File: src/rtl/serial_add_ctrl_pkg.sv
// serial_add_ctrl_pkg: shared constants and state encoding for the bit-serial adder controller.
`default_nettype none

package serial_add_ctrl_pkg;

  localparam int SERIAL_ADD_WIDTH = 8;

  typedef enum logic [1:0] {
    S_IDLE = 2'd0,
    S_RUN  = 2'd1,
    S_DONE = 2'd2
  } state_t;

  // Bit-counter width; floors at 1 so tiny widths still get a real register.
  function automatic int cnt_bits(input int w);
    return (w > 1) ? $clog2(w) : 1;
  endfunction

endpackage

`default_nettype wire

File: src/rtl/full_adder.sv
// full_adder: 1-bit full adder cell shared by the serial adder controller.
`default_nettype none

module full_adder (
  input  logic A,
  input  logic B,
  input  logic Cin,
  output logic Sum,
  output logic Cout
);

  assign Sum  = A ^ B ^ Cin;
  assign Cout = (A & B) | (Cin & (A ^ B));

endmodule

`default_nettype wire

File: src/rtl/serial_add_ctrl.sv
// serial_add_ctrl: adds two WIDTH-bit operands one bit per clock through a single full_adder.
// Optional signed-overflow output ovf when SERIAL_ADD_OVF_EN is defined.
`default_nettype none

module serial_add_ctrl
  import serial_add_ctrl_pkg::*;
#(
  parameter int WIDTH = SERIAL_ADD_WIDTH
) (
  input  logic             clk,
  input  logic             reset,
  input  logic             start,
  input  logic [WIDTH-1:0] a,
  input  logic [WIDTH-1:0] b,
  input  logic             cin,
  output logic             busy,
  output logic             done,
  output logic [WIDTH-1:0] sum,
  output logic             cout
`ifdef SERIAL_ADD_OVF_EN
  ,
  output logic             ovf
`endif
);

  localparam int CNT_W = cnt_bits(WIDTH);
  localparam logic [CNT_W-1:0] C_CNT_LAST = CNT_W'(WIDTH - 1);

  state_t             r_state;
  state_t             w_state_nxt;
  logic [CNT_W-1:0]   r_cnt;
  logic [WIDTH-1:0]   r_a;
  logic [WIDTH-1:0]   r_b;
  logic [WIDTH-1:0]   r_sum_sh;
  logic [WIDTH-1:0]   r_sum;
  logic               r_carry;
  logic               r_cout;
  logic               w_fa_sum;
  logic               w_fa_cout;
  logic               w_last;
  logic               w_accept;
  logic [WIDTH-1:0]   w_sum_sh_nxt;

  full_adder u_fa (
    .A    (r_a[0]),
    .B    (r_b[0]),
    .Cin  (r_carry),
    .Sum  (w_fa_sum),
    .Cout (w_fa_cout)
  );

  assign w_last       = (r_cnt == C_CNT_LAST);
  assign w_accept     = (r_state == S_IDLE) && start;
  assign w_sum_sh_nxt = {w_fa_sum, r_sum_sh[WIDTH-1:1]};

  always_ff @(posedge clk or posedge reset) begin
    if (reset) begin
      r_state <= S_IDLE;
    end else begin
      r_state <= w_state_nxt;
    end
  end

  always_comb begin
    w_state_nxt = S_IDLE;
    busy        = 1'b0;
    done        = 1'b0;
    case (r_state)
      S_IDLE: w_state_nxt = start ? S_RUN : S_IDLE;
      S_RUN: begin
        busy        = 1'b1;
        w_state_nxt = w_last ? S_DONE : S_RUN;
      end
      S_DONE: begin
        busy        = 1'b1;
        done        = 1'b1;
        w_state_nxt = S_IDLE;
      end
      default: w_state_nxt = S_IDLE;
    endcase
  end

  // Result registers load on the final RUN edge so sum/cout are already valid in DONE.
  always_ff @(posedge clk or posedge reset) begin
    if (reset) begin
      r_a      <= '0;
      r_b      <= '0;
      r_sum_sh <= '0;
      r_sum    <= '0;
      r_carry  <= 1'b0;
      r_cout   <= 1'b0;
      r_cnt    <= '0;
    end else if (w_accept) begin
      r_a      <= a;
      r_b      <= b;
      r_carry  <= cin;
      r_sum_sh <= '0;
      r_cnt    <= '0;
    end else if (r_state == S_RUN) begin
      r_a      <= {1'b0, r_a[WIDTH-1:1]};
      r_b      <= {1'b0, r_b[WIDTH-1:1]};
      r_sum_sh <= w_sum_sh_nxt;
      r_carry  <= w_fa_cout;
      if (w_last) begin
        r_sum  <= w_sum_sh_nxt;
        r_cout <= w_fa_cout;
      end else begin
        r_cnt  <= r_cnt + 1'b1;
      end
    end
  end

`ifdef SERIAL_ADD_OVF_EN
  logic r_ovf;

  // On the last bit the carry register holds the carry into the MSB.
  always_ff @(posedge clk or posedge reset) begin
    if (reset) begin
      r_ovf <= 1'b0;
    end else if ((r_state == S_RUN) && w_last) begin
      r_ovf <= r_carry ^ w_fa_cout;
    end
  end

  assign ovf = r_ovf;
`endif

  assign sum  = r_sum;
  assign cout = r_cout;

endmodule

`default_nettype wire
File: config.mk
export PLATFORM = sky130hd
export DESIGN_NAME = serial_add_ctrl
export DESIGN_NICKNAME = d
export VERILOG_FILES = /design/src/rtl/serial_add_ctrl_pkg.sv /design/src/rtl/full_adder.sv /design/src/rtl/serial_add_ctrl.sv
export SDC_FILE = /design/constraint.sdc
export NUM_CORES = 1
export LEC_CHECK = 0
export ABC_AREA = 1
export CELL_PAD_IN_SITES_DETAIL_PLACEMENT = 1
export CELL_PAD_IN_SITES_GLOBAL_PLACEMENT = 1
export CORE_MARGIN = 8
export CORE_UTILIZATION = 40
export CTS_BUF_LIST = sky130_fd_sc_hd__clkbuf_16
export CTS_CLUSTER_DIAMETER = 40
export DETAILED_ROUTE_END_ITERATION = 7
export PLACE_DENSITY = 0.81
export SLEW_MARGIN = 30
export SYNTH_ARGS = -nofsm -noshare
export SYNTH_HDL_FRONTEND = slang
export SYNTH_SLANG_ARGS = --single-unit
File: constraint.sdc
create_clock -name clk -period 1.45 [get_ports clk]
set_input_delay 0.2175 -clock clk [delete_from_list [all_inputs] [get_ports clk]]
set_output_delay 0.2175 -clock clk [all_outputs]
set_load 0.01 [all_outputs]
* Yosys cells after proc, flatten, opt, wreduce, memory -nomap -nowiden
Cells that the tools add are included.
** Operators by class
- $add $sub $neg :: 1
- Reduce and logical (&&, ||, !) cells :: 6
- Equal/unequal tests :: 4
- Bitwise logic cells :: 6
- Mux-type cells :: 16
** Operators with widths (number)
- two-way mux 8 bit :: 6
- two-way mux 3 bit :: 3
- two-way mux 1 bit :: 5
- case mux 2 bit (2 select lines) :: 1
- adder 3 x 1 -> 3 bit (second input constant) :: 1
- equality test 3 bit (second input constant) :: 1
- AND reduction 3 bit :: 1
- AND 1 bit :: 2
- equality test 2 x 1 -> 1 bit (second input constant) :: 1
- equality test 2 bit (second input constant) :: 1
- zero test 2 bit :: 1
- two-way mux 2 bit :: 1
- inequality test 2 x 1 -> 1 bit (second input constant) :: 1
- AND reduction 2 bit :: 1
- nonzero test 2 bit :: 1
- OR reduction 2 bit :: 1
- bitwise XOR 1 bit :: 2
- logical AND 1 bit :: 1
- inverter 1 bit :: 1
- bitwise OR 1 bit :: 1
** Storage, ports and cells
- Input bits :: 20
- Output and inout port bits :: 11
- Register bits after elaboration :: 39
- Logic and storage cells :: 41

* Depth between registers and ports, before layout
Gate-level depths: netlist of the first run.
- Word-level depth :: 5
- Gate-level depth with buffers :: 8
- Mapped depth without buffers :: 7

* Hierarchy
A second synthesis of the first run with hierarchy kept.
** Second synthesis, totals
- Cells, all modules :: 196
- Area total of the unflattened synthesis :: 1739.2 um2
** Modules (own cells, without submodules)
- serial_add_ctrl :: seq. area each 950.9 um2, area an instance 1719.1 um2, cells an instance 195, instances 1
- full_adder :: seq. area each 0.0 um2, area an instance 20.0 um2, cells an instance 1, instances 1

* Worst setup path after synthesis of the first run
OpenSTA, ideal clock, no wires.
- Kind :: reg-to-reg
- Start :: reg r_cnt[0]
- End :: reg r_cout (netlist: cout)
- Library setup time :: 0.117 ns
- Stages on the path, launching flop included :: 8
- Period minus slack after synthesis :: 1.236 ns
- Arrival :: 1.119 ns
- Slack :: 0.214 ns
- Cell sequence :: dfrtp_1 ha_1 ha_1 nand2_4 clkinv_4 buf_8 nand3_2 nand2_1
** On the way
- Longest elaborated chain between the ends :: 2
** Ends and longest elaborated chain
- start, declared :: RTL line serial_add_ctrl.sv:31 : logic [CNT_W-1:0] r_cnt;
- start signal, assigned :: RTL line serial_add_ctrl.sv:108 : r_cnt <= r_cnt + 1'b1;
- equality test 3 bit :: RTL line serial_add_ctrl.sv:52 : assign w_last = (r_cnt == C_CNT_LAST);
- AND reduction 3 bit (no source line)
- end signal, assigned :: RTL line serial_add_ctrl.sv:106 : r_cout <= w_fa_cout;
- end, declared :: RTL line serial_add_ctrl.sv:37 : logic r_cout;
Every way passes these cells.
A chain may end at the register's enable or synchronous reset.

* Worst setup path in the final report of the first run
- Start :: reg r_sum[7] (netlist: sum[7])
- End :: out sum[7]
** RTL lines
- start, declared :: RTL line serial_add_ctrl.sv:35 : logic [WIDTH-1:0] r_sum;
- start signal, assigned :: RTL line serial_add_ctrl.sv:105 : r_sum <= w_sum_sh_nxt;
- end, declared :: RTL line serial_add_ctrl.sv:18 : output logic [WIDTH-1:0] sum,
No word-level cell between the ends.

==> results of run 1 <==
==> repair_timing <==
item / 4_1_cts / 5_1_grt
endpoints found under the hold margin: 0 / 0
resized for setup: 3 / 6
gates cloned: 0 / 0
setup endpoints to repair: 2 / 30
pin swaps: 0 / 0
==> per-layer routing <==
layer  vias up  global-route usage (%)  wire [um]
met4         0                    4.85         66
met2        33                    21.5       2080
li1        698                       -          -
met3         6                    4.68        230
met1       685                    13.6       1690
met5         -                       0          0
==> synthesized netlist by cell type, drive strengths merged <==
library cell	instances	area [um2]
fa	1	20.0
ha	5	62.6
buf	13	143
nand3	59	390
inv	7	28.8
nor2	14	52.6
clkinv	1	8.76
nand4	3	18.8
o21ai	7	35.0
dfrtp	38	951
nand2	45	181
==> sequential cells by signal, indices dropped and copies added (netlist names) <==
name      flops
r_state       2
sum           8
r_cnt         3
r_b           8
cout          1
r_a           8
r_sum_sh      7
r_carry       1
==> placed cells by master (no fill, tap or decap) <==
master,n
clkbuf_16,5
nand4_1,3
clkinv_4,1
dlygate4sd2_1,1
clkdlybuf4s50_1,28
clkbuf_2,1
nor2_1,14
inv_1,6
nand3_1,40
buf_12,1
buf_4,5
o21ai_0,7
nand2_4,3
inv_4,1
ha_2,1
clkinv_1,1
fa_1,1
ha_1,4
dfrtp_1,38
buf_6,2
clkinv_2,1
nand3_2,19
inv_2,1
nand2_1,42
==> worst max path at each step <==
| stage | endpoint | startpoint | depth (start not counted) |
|---|---|---|---|
| global route | r_cnt[1] | r_cnt[0] | 6 |
| finish | sum[7] | sum[7] | 1 |
| floorplan | cout | r_cnt[0] | 7 |
| global placement | busy | r_state[1] | 3 |
| detailed placement | busy | r_state[0] | 3 |
| CTS | busy | r_state[0] | 3 |
==> kinds of logic (layout without fill, tap and decap cells) <==
kind of cell	Yosys count	in the layout	synth area share (%)
buffers and inverters	21	54	9.52
flip-flops	38	38	50.3
AO/OA/AOI/OAI	7	7	1.85
adder cells (fa/ha/maj)	6	6	4.37
AND/OR/NAND/NOR	121	121	34.0
==> power by group <==
part | internal [W] | switching [W] | leakage, nW
clock | 0.000621 | 0.000401 | 0.0724
combinational | 0.000790 | 0.00104 | 0.560
sequential | 0.00152 | 0.000309 | 0.486
==> metrics by stage <==
stage / instance area, um2 / std cells
floorplan: 1890 / 193
global placement: 2190 / 272
detailed placement: 2190 / 272
CTS: 2330 / 280
global route: 2340 / 280
finish: 2340 / 280
==> cell type report <==
| type | instances | area (um2) | area share [%] |
|---|---|---|---|
| tap | 54 | 67.6 | 2.89 |
| clock buffer | 5 | 125 | 5.34 |
| inverter | 8 | 37.5 | 1.60 |
| multi-input combinational | 134 | 773 | 33.0 |
| sequential | 38 | 951 | 40.6 |
| timing repair buffer | 38 | 374 | 16.0 |
| clock inverter | 3 | 12.5 | 0.534 |
==> results.md, run 1 <==
* Vias per cell at roughly 5
* Drt first pass iters at 4
* Synthesis-stage register bit count at 38
* Rows at 25
* Register-to-Register Path Depth at 6
* Req. time, crit path at ~1200 ps
* Synth warnings at 0
* Core Area at around 0.0046 mm2
* Worst vdd ir at 0.711 mV
* DRT antenna net count at 0
* Worst Slack Setup Final at roughly 44 ps
* Setup Buffers After CTS at 0
* Critical Path Max Stage Delay at ~550 ps
* Hold Slack at approximately 290 ps
* Routed WL per cell at between 10 and 15 um
* Syn_nets at around 220
* Startpoint Class: flop
* Critical path buffers and inverters at 1
* Initial antenna violation count at 0
* PnR Total Power at 0.00468 W
* Initial drt markers at 57
* Reg2reg start: r_state[1]
* Vias in the first global route at roughly 1,600
* Die extent in y at roughly 85 um
* Fin Clk Skew at around 3.5 ps
* Place WS at approximately 37 ps
* Gr usage total at ~13%
* RSZ-0062 raised after global routing: no
* Relative slew slack at 81.8%
* CTS Sinks at 38
* Max Cap Viol at 0
* Root Driver: clkbuf_16
* Post-route setup TNS at 0 ps
* Post-synth cell types at 20
* Slew Limit Fails at 0
* Hold Path Class: in -> async
* CP max stage cell: clkdlybuf4s50_1
* Fin. Hold Viols at 0
* First-pass GRT wire length at 7240 um
* Chip width at around 85 um
* Routed WL at around 4100 um
* Synthesis-to-layout area growth at 23.7%
* CP cell instances: clkdlybuf4s50_1
* Post-CTS Hold Buffers at 0
* Internal reg-to-reg setup slack at around 90 ps
* Share of layout cells above drive strength 1 at between 15 and 20%
* Status: completed
* H-tree lvl count at 2
* Total die area at roughly 0.007 mm2
* Sequential area share after synthesis at around half
* Residual DRC at 0
* Leak at approximately 1.1 nW
* Cell Area, Synth at ~0.0019 mm2
* Worst-path clk slew at approximately 50 ps
* Avg Inst Size Synth at between 9 and 10 um2
* Vias after detailed routing at roughly 1,400
* Mapped Cells at 193
* Filler instances at approximately 540
* Max frequency at 0.711 GHz
* R2R Path End: r_sum_sh[4]
* Pin count of the biggest net entering global routing at 39
* Worst setup EP type: output pin
* Initial core utilization at about two fifths
* Min Tclk post-route at 1410 ps
* Antenna cells at 0
* CP top delay family: buffers and inverters
* Power density over cell area at 2000 mW/mm2
* IO buf count at 30
* Worst-margin pin slew at between 200 and 300 ps
* TritonCTS clock tree: done
* TritonCTS buffer count at 5
* Placer Congestion at slightly above 0.7
* Final Util at a little over 50%
* Hpwl dp at between 2000 and 3000 um
* Clk Latency, worst-skew pair at 280 ps
* WS Path Type: reg -> out
* I/O pins at 31
* Clock buffer depth at 2
* Total gr overflow at 0
* Final setup fails at 0
* Critical Path AT at 1190 ps
* Fin crit share at a little over nine tenths
* Crit-path max FO at 2
* Nets at 251
(Power assumes the default switching activity.)
==> run 2: changes to the inputs <==
--- a/config.mk
+++ b/config.mk
@@ -11,8 +11,9 @@
 export CORE_MARGIN = 8
 export CORE_UTILIZATION = 40
 export CTS_BUF_LIST = sky130_fd_sc_hd__clkbuf_16
-export CTS_CLUSTER_DIAMETER = 40
+export CTS_CLUSTER_DIAMETER = 150
 export DETAILED_ROUTE_END_ITERATION = 7
+export HOLD_SLACK_MARGIN = 0.08
 export PLACE_DENSITY = 0.81
 export SLEW_MARGIN = 30
 export SYNTH_ARGS = -nofsm -noshare
==> results of run 2 <==
No change in the layout: final DEF, timing and power equal those of run 1.
